File: config.mk
export PLATFORM = sky130hd
export DESIGN_NAME = actel_capture_fifo
export DESIGN_NICKNAME = d
export VERILOG_FILES = /design/src/rtl/actel_capture_fifo.sv
export SDC_FILE = /design/constraint.sdc
export NUM_CORES = 1
export LEC_CHECK = 0
export ABC_AREA = 1
export CAP_MARGIN = 30
export CELL_PAD_IN_SITES_DETAIL_PLACEMENT = 0
export CELL_PAD_IN_SITES_GLOBAL_PLACEMENT = 2
export CORE_MARGIN = 2
export CORE_UTILIZATION = 40
export CTS_CLUSTER_SIZE = 10
export DETAILED_ROUTE_END_ITERATION = 10
export PLACE_DENSITY_LB_ADDON = 0.15
export RECOVER_POWER = 100
export SLEW_MARGIN = 40
export SYNTH_ARGS = -nofsm -noshare
export SYNTH_HDL_FRONTEND = slang
export SYNTH_SLANG_ARGS = --single-unit
File: constraint.sdc
create_clock -name CLK -period 3.12 [get_ports CLK]
set_clock_uncertainty 0.05 [all_clocks]
set_input_delay 0.78 -clock CLK [delete_from_list [all_inputs] [get_ports CLK]]
set_output_delay 0.78 -clock CLK [all_outputs]
set_load 0.02 [all_outputs]
File: src/rtl/actel_capture_fifo.sv
// Capture stage for registered logic-cell outputs: optional change-only
// sampling, cycle stamping, and a first-word-fall-through drain FIFO.
module actel_capture_fifo #(
    parameter int N     = 4,
    parameter int DEPTH = 8,
    parameter int TW    = 8
) (
    input  logic                   CLK,
    input  logic                   CLR,
    input  logic [N-1:0]           in_data,
    input  logic                   in_en,
    input  logic                   chg_only,
    input  logic                   rd_ready,
    input  logic                   clr_ovf,
    output logic                   rd_valid,
    output logic [N-1:0]           rd_data,
    output logic [TW-1:0]          rd_stamp,
    output logic [$clog2(DEPTH):0] count,
    output logic                   full,
    output logic                   empty,
    output logic                   overflow
);

    localparam int AW = $clog2(DEPTH);
    localparam logic [AW:0] FULL_CNT = (AW + 1)'(DEPTH);

    logic [AW-1:0] wr_ptr;
    logic [AW-1:0] rd_ptr;
    logic [TW-1:0] stamp;
    logic [N-1:0]  last_data;
    logic          first_flag;

    logic [N-1:0]  mem_data  [DEPTH];
    logic [TW-1:0] mem_stamp [DEPTH];

    logic qual;
    logic pop;
    logic push;
    logic drop;

    assign empty    = (count == '0);
    assign full     = (count == FULL_CNT);
    assign rd_valid = ~empty;

    // pop depends only on registered state and rd_ready; it never feeds rd_valid
    assign pop  = rd_valid & rd_ready;
    assign qual = in_en & (~chg_only | first_flag | (in_data != last_data));
    assign push = qual & (~full | pop);
    assign drop = qual & full & ~pop;

    assign rd_data  = rd_valid ? mem_data[rd_ptr]  : '0;
    assign rd_stamp = rd_valid ? mem_stamp[rd_ptr] : '0;

    always_ff @(posedge CLK or negedge CLR) begin
        if (!CLR) begin
            wr_ptr     <= '0;
            rd_ptr     <= '0;
            count      <= '0;
            stamp      <= '0;
            overflow   <= 1'b0;
            first_flag <= 1'b1;
            last_data  <= '0;
        end else begin
            stamp <= stamp + 1'b1;
            if (qual) begin
                last_data  <= in_data;
                first_flag <= 1'b0;
            end
            if (push) begin
                wr_ptr <= wr_ptr + 1'b1;
            end
            if (pop) begin
                rd_ptr <= rd_ptr + 1'b1;
            end
            if (push && !pop) begin
                count <= count + 1'b1;
            end else if (pop && !push) begin
                count <= count - 1'b1;
            end
            if (drop) begin
                overflow <= 1'b1;
            end else if (clr_ovf) begin
                overflow <= 1'b0;
            end
        end
    end

    // Storage is left uninitialised; empty masks whatever it holds.
    always_ff @(posedge CLK) begin
        if (push) begin
            mem_data[wr_ptr]  <= in_data;
            mem_stamp[wr_ptr] <= stamp;
        end
    end

endmodule

==> flow_summary.json <==
{
  "post-route-period-util": 0.916,
  "path_clk_slew_ps": 50,
  "synth.distinct_cells": 29,
  "final-hold-violation-count": 0,
  "row_count": 41,
  "totalWireLength_um": 11300,
  "synth_top_area_share": 0.567,
  "synth-seq-cells": 120,
  "slew_viol_final": 0,
  "grt_start_max_net_pins": 26,
  "yosysWarnings": 0,
  "crit_fanout": 15,
  "powerDensity_mw_per_mm2": 1010,
  "cts_buffers": 17,
  "regToRegSetupSlack_ps": 480,
  "tightest_slew_ps": 824,
  "die_w_um": 117,
  "fin_area_mm2": 0.00620,
  "num_vias": 3320,
  "clk_latency_ps": 400,
  "status": "complete, no violations",
  "max-clock-path-buffers": 2,
  "synth_common_cells": "nor2_1, edfxtp_1, nand2_1",
  "root_buffer": "clkbuf_16",
  "core-area_mm2": 0.0125,
  "place_area_mm2": 0.00570,
  "critPathLaunchType": "flip-flop",
  "portBuffers": 29,
  "antenna_found_initial": 0,
  "hp-class": "flip-flop to flip-flop",
  "yosys.area.top_type": "edfxtp_1",
  "rsz0062_at_grt": "false",
  "maxSlewHeadroom": 0.450,
  "setup_violations": 0,
  "n_antenna_cell": 0,
  "synthCells": 440,
  "grt_pass1_wl_um": 18000,
  "place.gp.congestion": 0.761,
  "hold_buffers": 0,
  "required_ps": 2290,
  "synth_top_cells_by_area": "edfxtp_1, dfrtp_1, nor2_1",
  "overflow": 0,
  "ctsHtreeMaxLevel": 4,
  "cts.sinks": 120,
  "start_util": 0.406,
  "dpl.hpwl_um": 7110,
  "fin_nets": 514,
  "tns_ps": 0,
  "vdd_drop_max_v": 0.000410,
  "synth.most_common_cell": "nor2_1",
  "maxClockFrequency_mhz": 350,
  "async_flop_share": 0.200,
  "synth.yosys.seq_area_share": 0.686,
  "antenna_left": 0,
  "drc_errors": 0,
  "period_minus_slack_ps": 2860,
  "io_pins": 30,
  "grt_use_total": 0.184,
  "synth_edf_count": 96,
  "cts_tree": "yes",
  "syn_nets": 457,
  "synthFlopType": "edfxtp_1",
  "drive_gt1_frac": 0.0980,
  "avgViaCountPerCell": 4.87,
  "syn-cell-area_mm2": 0.00508,
  "die_y_um": 117,
  "cap_violations": 0,
  "grt_pass1_vias": 3365,
  "drtIter0Drc": 240,
  "crit_arrival_ps": 2030,
  "area_delta_synth_final_pct": 21.9,
  "routedWlPerCell_um": 16.5,
  "leakage_nw": 2.39,
  "crit_type": "flip-flop to output pin",
  "dr.pass1.iters": 4,
  "avgSynthCellArea_um2": 11.6,
  "die_area_mm2": 0.0136,
  "crit_path_end_kind": "output pin"
}
-- power by group --
part	internal, mW	total (mW)	leakage (nW)	switching (mW)
registers	1.96	2.13	1.17	0.170
clock network	1.32	1.96	0.285	0.645
logic	0.783	2.15	0.929	1.36
-- state kept, by name (all words and copies together), names as in the netlist --
register and cells:
mem_stamp 64, count 4, stamp 8, mem_data 32, rd_ptr 3, first_flag 1
last_data 4, wr_ptr 3, overflow 1
-- worst paths after layout --
kind,start,end,cells past startpoint
max reg2reg,count[1]$_DFFE_PN0P_,count[3]$_DFFE_PN0P_,14
min in group asynchronous,CLR,last_data[1]$_DFFE_PN0P_,1
max in group asynchronous,CLR,stamp[5]$_DFF_PN0_,2
max,count[1]$_DFFE_PN0P_,empty,4
min,first_flag$_DFFE_PN1P_,first_flag$_DFFE_PN1P_,2
min reg2reg,first_flag$_DFFE_PN1P_,first_flag$_DFFE_PN1P_,2
-- worst max-delay path, cell delays in order, from the launching register on --
cell and delay, ps:
dfrtp_1 470, nor2_4 170, nand3_4 220, inv_1 100
dlygate4sd3_1 670
-- area by class of cell --
type | instances | area [µm²]
inverter | 25 | 97.6
fill | 1196 | 6320
multi-input combinational | 273 | 1350
sequential | 120 | 3490
tap | 172 | 215
clock inverter | 12 | 156
clock buffer | 20 | 437
timing repair buffer | 60 | 452
-- logic make-up (layout without fill, tap and decap cells) --
logic type / Yosys count / count (layout) / synth area share
AOI/OAI and AO/OA: 81 / 81 / 0.0891
xor gates and xnor gates: 11 / 11 / 0.0190
adders and majority gates: 7 / 7 / 0.0187
buffers and inverters: 47 / 117 / 0.0448
DFF: 120 / 120 / 0.686
and+or+nand+nor: 174 / 174 / 0.143
-- what timing repair did --
item,in CTS,in global routing
setup endpoints to repair,12,11
buffers inserted,0,2
resized for setup,5,13
-- layout by cell type (no fill, tap or decap), drive strengths merged --
cell	Yosys	layout
nor2	104	104
edfxtp	96	96
o21ai	55	55
nand2	53	53
clkbuf	7	48
inv	25	24
dfrtp	23	23
dlygate4sd3	0	13
o22ai	12	12
o211ai	12	12
nand3	12	12
buf	15	11
clkinv	0	7
xnor2	6	6
ha	6	6
xor2	5	5
nand4	4	4
bufinv	0	4
clkdlybuf4s50	0	4
dlymetal6s2s	0	3
clkinvlp	0	2
and3	1	1
o21bai	1	1
a21oi	1	1
fa	1	1
dfstp	1	1
dlygate4sd2	0	1
-- metrics by stage --
step	power, mW	hold WS (ps)	setup slack, ps	instances	util
after floorplan	3.60	383	550	440	-
after global placement	4.49	405	103	648	0.455
after detailed placement	4.51	407	42.4	648	0.455
after CTS	6.51	417	2.13	680	0.504
after global routing	6.65	434	138	682	0.495
final	6.24	416	262	682	0.495
-- layer usage --
layer,up-vias,track usage,share of wire
li1,1643,-,-
met1,1629,0.245,0.45
met2,43,0.294,0.49
met3,5,0.0420,0.045
met4,0,0.0737,0.0069
met5,-,0,0
(Power assumes the default switching activity.)
